[config.mk]
export PLATFORM = sky130hd
export DESIGN_NAME = melody_sequencer
export DESIGN_NICKNAME = d
export VERILOG_FILES = /design/src/rtl/melody_sequencer.sv
export SDC_FILE = /design/constraint.sdc
export NUM_CORES = 1
export LEC_CHECK = 0
export CAP_MARGIN = 20
export CORE_MARGIN = 1
export CORE_UTILIZATION = 52
export DETAILED_ROUTE_END_ITERATION = 7
export GPL_TIMING_DRIVEN = 0
export PLACE_DENSITY = 0.73
export SKIP_LAST_GASP = 1
export SLEW_MARGIN = 20
export SYNTH_ARGS = -nofsm -noshare
export SYNTH_HDL_FRONTEND = slang
export SYNTH_SLANG_ARGS = --single-unit
[constraint.sdc]
create_clock -name iCLK -period 5.8 [get_ports iCLK]
set_input_delay 0.87 -clock iCLK [delete_from_list [all_inputs] [get_ports iCLK]]
set_output_delay 0.87 -clock iCLK [all_outputs]
set_load 0.02 [all_outputs]
[src/rtl/melody_sequencer.sv]
// Buzzer melody sequencer: walks an 8-note ROM, timing each note and gap in ticks.
// Optional `MELODY_LOOP_EN: replay from note 0 forever instead of ending in DONE.
module melody_sequencer #(
   parameter int TICK_DIV = 50000,
   parameter int GAP_MS   = 20,
   parameter int DIV_W    = 18,
   parameter int DUR_W    = 12
) (
   input  logic             iCLK,
   input  logic             iRST,
   input  logic             iSTART,
   input  logic             iSTOP,
   output logic [DIV_W-1:0] oDIV,
   output logic             oTONE_EN,
   output logic [2:0]       oNOTE_IDX,
   output logic             oBUSY,
   output logic             oDONE
);

   localparam int PW = (TICK_DIV > 1) ? $clog2(TICK_DIV) : 1;
   localparam int GW = (GAP_MS > 0) ? $clog2(GAP_MS + 1) : 1;

   typedef enum logic [2:0] {
      S_IDLE,
      S_LOAD,
      S_PLAY,
      S_GAP,
      S_DONE
   } state_t;

   function automatic logic [DIV_W-1:0] rom_div(input logic [2:0] i);
      logic [DIV_W-1:0] d;
      case (i)
         3'd0:    d = DIV_W'(95556);
         3'd1:    d = DIV_W'(85131);
         3'd2:    d = DIV_W'(75843);
         3'd3:    d = '0;
         3'd4:    d = DIV_W'(63776);
         3'd5:    d = DIV_W'(56818);
         3'd6:    d = DIV_W'(50619);
         default: d = DIV_W'(47778);
      endcase
      return d;
   endfunction

   function automatic logic [DUR_W-1:0] rom_dur(input logic [2:0] i);
      return (i == 3'd7) ? DUR_W'(500) : DUR_W'(250);
   endfunction

   state_t           state_q, state_d;
   logic [2:0]       idx_q, idx_d;
   logic [PW-1:0]    presc_q, presc_d;
   logic [DUR_W-1:0] dur_q, dur_d;
   logic [GW-1:0]    gap_q, gap_d;
   logic [DIV_W-1:0] div_q, div_d;
   logic             ten_q, ten_d;
   logic [2:0]       nidx_q, nidx_d;
   logic             busy_q, busy_d;
   logic             done_q, done_d;
   logic             tick;
   logic             note_end;

   assign tick = (presc_q == PW'(TICK_DIV - 1));

   // Next-state and registered-output logic for the note sequencer.
   always_comb begin
      state_d  = state_q;
      idx_d    = idx_q;
      presc_d  = presc_q;
      dur_d    = dur_q;
      gap_d    = gap_q;
      div_d    = div_q;
      ten_d    = ten_q;
      nidx_d   = nidx_q;
      busy_d   = busy_q;
      done_d   = 1'b0;
      note_end = 1'b0;

      if (iSTOP && state_q != S_IDLE) begin
         state_d = S_IDLE;
         idx_d   = '0;
         presc_d = '0;
         dur_d   = '0;
         gap_d   = '0;
         div_d   = '0;
         ten_d   = 1'b0;
         nidx_d  = '0;
         busy_d  = 1'b0;
      end else begin
         unique case (state_q)
            S_IDLE: begin
               presc_d = '0;
               if (iSTART && !iSTOP) begin
                  state_d = S_LOAD;
                  idx_d   = '0;
                  busy_d  = 1'b1;
               end
            end
            S_LOAD: begin
               div_d   = rom_div(idx_q);
               ten_d   = (rom_div(idx_q) != '0);
               dur_d   = rom_dur(idx_q);
               nidx_d  = idx_q;
               presc_d = '0;
               state_d = S_PLAY;
            end
            S_PLAY: begin
               presc_d = tick ? '0 : presc_q + PW'(1);
               if (tick) begin
                  dur_d = dur_q - DUR_W'(1);
                  if (dur_q == DUR_W'(1)) begin
                     ten_d = 1'b0;
                     if (GAP_MS != 0) begin
                        state_d = S_GAP;
                        gap_d   = GW'(GAP_MS);
                        presc_d = '0;
                     end else begin
                        note_end = 1'b1;
                     end
                  end
               end
            end
            S_GAP: begin
               presc_d = tick ? '0 : presc_q + PW'(1);
               if (tick) begin
                  gap_d = gap_q - GW'(1);
                  if (gap_q == GW'(1)) begin
                     note_end = 1'b1;
                  end
               end
            end
            S_DONE: begin
               state_d = S_IDLE;
               div_d   = '0;
               nidx_d  = '0;
               idx_d   = '0;
            end
            default: begin
               state_d = S_IDLE;
            end
         endcase

         if (note_end) begin
            presc_d = '0;
            if (idx_q == 3'd7) begin
`ifdef MELODY_LOOP_EN
               state_d = S_LOAD;
               idx_d   = '0;
`else
               state_d = S_DONE;
               done_d  = 1'b1;
               busy_d  = 1'b0;
`endif
            end else begin
               state_d = S_LOAD;
               idx_d   = idx_q + 3'd1;
            end
         end
      end
   end

   // State and output registers, cleared asynchronously by iRST.
   always_ff @(posedge iCLK or posedge iRST) begin
      if (iRST) begin
         state_q <= S_IDLE;
         idx_q   <= '0;
         presc_q <= '0;
         dur_q   <= '0;
         gap_q   <= '0;
         div_q   <= '0;
         ten_q   <= 1'b0;
         nidx_q  <= '0;
         busy_q  <= 1'b0;
         done_q  <= 1'b0;
      end else begin
         state_q <= state_d;
         idx_q   <= idx_d;
         presc_q <= presc_d;
         dur_q   <= dur_d;
         gap_q   <= gap_d;
         div_q   <= div_d;
         ten_q   <= ten_d;
         nidx_q  <= nidx_d;
         busy_q  <= busy_d;
         done_q  <= done_d;
      end
   end

   assign oDIV      = div_q;
   assign oTONE_EN  = ten_q;
   assign oNOTE_IDX = nidx_q;
   assign oBUSY     = busy_q;
   assign oDONE     = done_q;

endmodule
[Yosys cells after proc, flatten, opt, wreduce, memory -nomap -nowiden]
Cells that the tools add are included.
Operators by class
  equal/unequal tests: 21
  add/sub/neg operators: 4
  mux-type cells: 50
  reduce and logical (&&, ||, !) cells: 16
Operators by type and width (count)
  $pmux 17 s7: 1
  $mux 16: 5
  $mux 18: 3
  $pmux 16 s3: 1
  $pmux 18 s2: 1
  $mux 3: 11
  $mux 12: 2
  $pmux 12 s2: 1
  $mux 5: 4
  $reduce_bool 18->1: 1
  $add 16x1->16 const B: 1
  $eq 16x16->1 const B: 1
  $eq 3x3->1 const B: 5
  $mux 1: 15
  $eq 12x1->1 const B: 1
  $eq 3x2->1 const B: 4
  $ne 3x3->1 const B: 4
  $ne 4x4->1 const B: 3
  $pmux 3 s2: 2
  $pmux 3 s4: 1
  $reduce_bool 3->1: 4
  $sub 12x1->12 const B: 1
  $pmux 5 s2: 1
  $mux 9: 1
  13 further kinds: 17
Storage, ports and cells
  word-level logic and storage cells: 101
  register bits: 63
  output and inout port bits: 24
  input port bits: 4

[Longest topological paths before layout]
  word-level depth: 7
  mapped depth: 8
  depth with buffers taken out: 7

[Worst setup path after synthesis]
OpenSTA, ideal clock, no wires.
  path kind: register to register
  start point: reg presc_q[5]
  end point: reg state_q[0]
  cell stages (with the launch flop): 6
  setup slack: 3.494 ns
  setup time: 0.096 ns
  clock period less this slack: 2.306 ns
  path buffers: 0
  data required time: 5.704 ns
  data arrival time: 2.211 ns
  cell sequence: dfrtp_1 or4b_4 or4_4 nor4_4 a21oi_2 o32ai_2
Between the ends
  longest elaborated chain between the ends: 6
  elaborated cells on any way between the ends: 11
Ends and longest elaborated chain
  start: declaration: RTL line 52  | logic [PW-1:0] presc_q, presc_d;
  start signal: assignment: RTL line 178  | presc_q <= presc_d;
  $eq 16x16->1 (*): RTL line 63  | assign tick = (presc_q == PW'(TICK_DIV - 1));
  $mux 1: RTL line 125  | if (tick) begin
  $mux 1
  $mux 1: RTL line 79  | if (iSTOP && state_q != S_IDLE) begin
  $ne 4x4->1 (no source line), or another cell as far along
  $reduce_and 4->1 (no source line) or $mux 3 (tied branches)
  end signal: assignment: RTL line 176  | state_q <= state_d;
  end: declaration: RTL line 50  | state_t state_q, state_d;
Every way passes the cells marked *; elsewhere a longest branch is shown, timed or not. The select of a mux whose other input is x is not followed.
A chain may end at the register's enable or synchronous reset.

[Final worst setup path]
  start point: in iSTOP
  end point: reg dur_q[3]
Between the ends
  longest elaborated chain between the ends: 3
  elaborated cells on any way between the ends: 5
Ends and longest elaborated chain
  start: declaration: RTL line 12  | input logic iSTOP,
  $logic_and 1x1->1 (*): RTL line 79
  $ne 3x3->1 (no source line) or $reduce_bool 3->1 (tied branches)
  $reduce_and 2->1 (no source line)
  end signal: assignment: RTL line 179  | dur_q <= dur_d;
  end: declaration: RTL line 53  | logic [DUR_W-1:0] dur_q, dur_d;
Every way passes the cells marked *; elsewhere a longest branch is shown, timed or not.

==> impl_results.md <==
* R2R Path End: dur_q[3]
* DRT Pass-1 Iters at 4
* DP HPWL at 5.32 mm
* Outcome: completed
* H-tree depth at 3
* Lkg Pwr at ~0.0016 µW
* Synthesized net count at 380
* Post-layout util at 62.7%
* Critical path destination: dur_q[3]
* Worst setup SP type: input port
* # DRC at 0
* Met2 Use GR at 35.1%
* Synth Flop Type: dfrtp_1
* First-pass GRT wire length at between 10 and 15 mm
* Ranking of synthesized cells by area: dfrtp_1, o21ai_0, nor2_1
* Crit Path Max Fanout at 10
* Share of the synthesized area in the top cell type at 45.0%
* Initial detailed-routing violation count at 252
* TritonCTS clock tree: done
* Worst Skew at 8.45 ps
* Crit path max-delay family: buffers and inverters
* CP Data Required Time at 6060 ps
* Final Wtd Congestion at around 0.9
* CP max-delay cell: clkdlybuf4s50_1
* Antenna Cells at 0
* Largest net degree at the start of global routing at 40
* Mapped cell area at 3390 µm²
* CP Depth at 8
* Synth cell types at 60
* Met1 Resource Use GR at 32.8%
* Number of flops mapped to enable cells by yosys at 0
* Final WL at 7.36 mm
* Clk_lat worst skew at 340 ps
* Worst Hold Class: flip-flop to flip-flop
* R2r startpoint: presc_q[5]
* Largest stage delay, worst path at 560 ps
* Root Buffer: clkbuf_8
* Synth top cells by count: dfrtp_1, nor2_1, nand2_1, o21ai_0, inv_1
* Met3 track utilization from global routing at 5.38%
* ANT nets after route at 0
* RSZ-0062 raised after global routing: false
* Fmax at approximately 360 MHz
* Arrival @ worst endpoint at 3080 ps
* Area of the core at 6310 µm²
* Busiest grt layer: met2
* Synth Instances at about 370
* Slew Limit Headroom at 52.5%
* CTS clk-pin slew, worst paths at 70 ps
* Final Hold Viols at 0
* Slew Viols, Final at 0
* Synth-to-layout area growth at 16.9%
* Fill count at between 500 and 600
* Min Tclk post-route at around 2800 ps
* Max-cap viol count at 0
* Clock sink total at 61
* Sequential fraction of the synthesis area at 45.0%
* Total CTS buffers at 9
* Worst setup path category: input port to flip-flop
* All-layer global routing usage at 23.6%
* Most common cell in the netlist: dfrtp_1
* Routed vias/inst at 5.90
* Die ar. at 6850 µm²
* Die H at 82.7 µm
* I/O Buffers at 26
* Initial antenna violation count at 0
* R2R setup slack at 3140 ps
* Final setup TNS at 0 ps
* Critical Path Start: iSTOP
* CTS Hold Buffers Added at 0
* Die X at 82.7 µm
* Crit-path most repeated cell: o21ai_0
* CP bufs+invs at 4
* CTS max path bufs at 2
* Number of top-level pins at 28
* Net count, final at 418
* Layout cell share with drive strength beyond 1 at 10.3%
* Total grt overflow at 0
* Vias in the first global route at around 2500
* Effective utilization at floorplan at ~54%
* Routed len/inst at 15.2 µm
* Cts repair resizes at 0
* Syn_area_per_cell at slightly above 9 µm²
* FF+latch count, synth at 61
* Crit path capture type: flip-flop
* DR vias at 2861
* Reg2reg path depth at 7
* Ys Warns at 0
* Setup violations, final at 0
* Post-synth ARST share at 100%
* Peak supply drop at 0.305 mV
* Pwr dens at 372 nW/µm²
* Synth area leader: dfrtp_1
* Core Rows at 29
* Final worst-path cycle share at 48.6%
* Worst Tran Pin Value at 706 ps
* Crit-path cells: clkdlybuf4s50_1, inv_1, nand2_1, o221ai_2, buf_2, clkbuf_1, o21ai_0, o21ai_0
* Post-CTS Repair Setup Buffers at 0
[logic make-up (layout without fill, tap and decap cells)]
group | Yosys count | after routing | share of synthesized area, %
buf+inv | 30 | 73 | 4.69
simple gates | 149 | 149 | 22.9
xor+xnor | 10 | 10 | 2.58
flops | 61 | 61 | 45.0
mux | 2 | 2 | 0.628
fa+ha+maj | 11 | 11 | 4.06
compound gates | 101 | 101 | 20.0
other cells | 1 | 1 | 0.111
[worst reg2reg max path: stages (launching register included)]
cell      delay [ps]
dfrtp_1          430
or4b_4           590
nor4_4           550
o221ai_2         190
buf_2            220
clkbuf_1         240
o21ai_0          210
o21ai_0          110
[power breakdown]
group	total (µW)	switching (µW)	internal [µW]
sequential	547	55.9	491
combinational	550	333	217
clock	379	170	209
total	1480	559	917
[metrics by stage]
stage / hold WS, ps / area (µm²) / std cells / total power [µW] / setup WS, ps
CTS: 471 / 3960 / 485 / 1480 / 3000
finish: 465 / 3960 / 485 / 1480 / 2980
detailed placement: 456 / 3770 / 469 / 1100 / 2640
global route: 486 / 3960 / 485 / 1570 / 2840
global placement: 454 / 3750 / 468 / 1080 / 2320
floorplan: 463 / 3390 / 365 / 940 / 3420
[state kept, by name (all words and copies together) (netlist names), 3 cells and up]
name and cells:
dur_q 12, presc_q 16, oNOTE_IDX 3, oDIV 16, idx_q 3, state_q 3
gap_q 5
[metal layers]
| metal | vias up | wire length (µm) |
|---|---|---|
| li1 | 1396 | - |
| met1 | 1370 | 3540 |
| met2 | 88 | 3380 |
| met3 | 7 | 352 |
| met4 | 0 | 82 |
| met5 | - | 0 |
[worst min-delay path by stage]
| stage | start | endpoint | slack [ps] | cells past startpoint |
|---|---|---|---|---|
| 6_report | oDIV[13] | oDIV[13] | 460 | 2 |
| 2_1_floorplan | dur_q[1] | dur_q[1] | 460 | 1 |
| 5_1_grt | oDIV[13] | oDIV[13] | 490 | 2 |
| 4_1_cts | oDIV[13] | oDIV[13] | 470 | 2 |
| 3_5_place_dp | oDIV[13] | oDIV[13] | 460 | 2 |
| 3_3_place_gp | oDIV[13] | oDIV[13] | 450 | 2 |
[area by class of cell]
type,instances,area (µm²),share of cell area [%]
multi-input cells,274,1700,43.0
flip-flops and latches,61,1530,38.5
repair buffers,27,280,7.08
clock buffers,12,145,3.66
well taps,77,96.3,2.43
plain buffers,12,91.3,2.31
inverters,18,70.1,1.77
clock inverters,4,47.5,1.20
[layout by cell type, fill, tap and decap left out, types with 2 or more instances in the layout]
master	count
clkbuf_8	13
clkinv_2	2
nor3_1	12
or4_1	3
or3_1	4
clkdlybuf4s50_1	26
a21oi_1	17
a21o_1	3
o22ai_1	4
or2_2	3
o41ai_1	3
o31ai_1	4
and2b_2	2
nand4_1	7
nor2_1	40
o22a_1	5
inv_1	17
o21ai_0	32
a211oi_1	2
ha_1	11
clkbuf_1	7
nor2b_1	4
a22o_1	9
xnor2_1	7
nand2b_1	5
nor4_1	2
dfrtp_1	61
nand2_1	37
a31oi_1	8
xor2_1	3
nor3b_1	3
nand3_1	15
buf_4	2
a21bo_2	2
nor4_4	2
(Power assumes the default switching activity.)
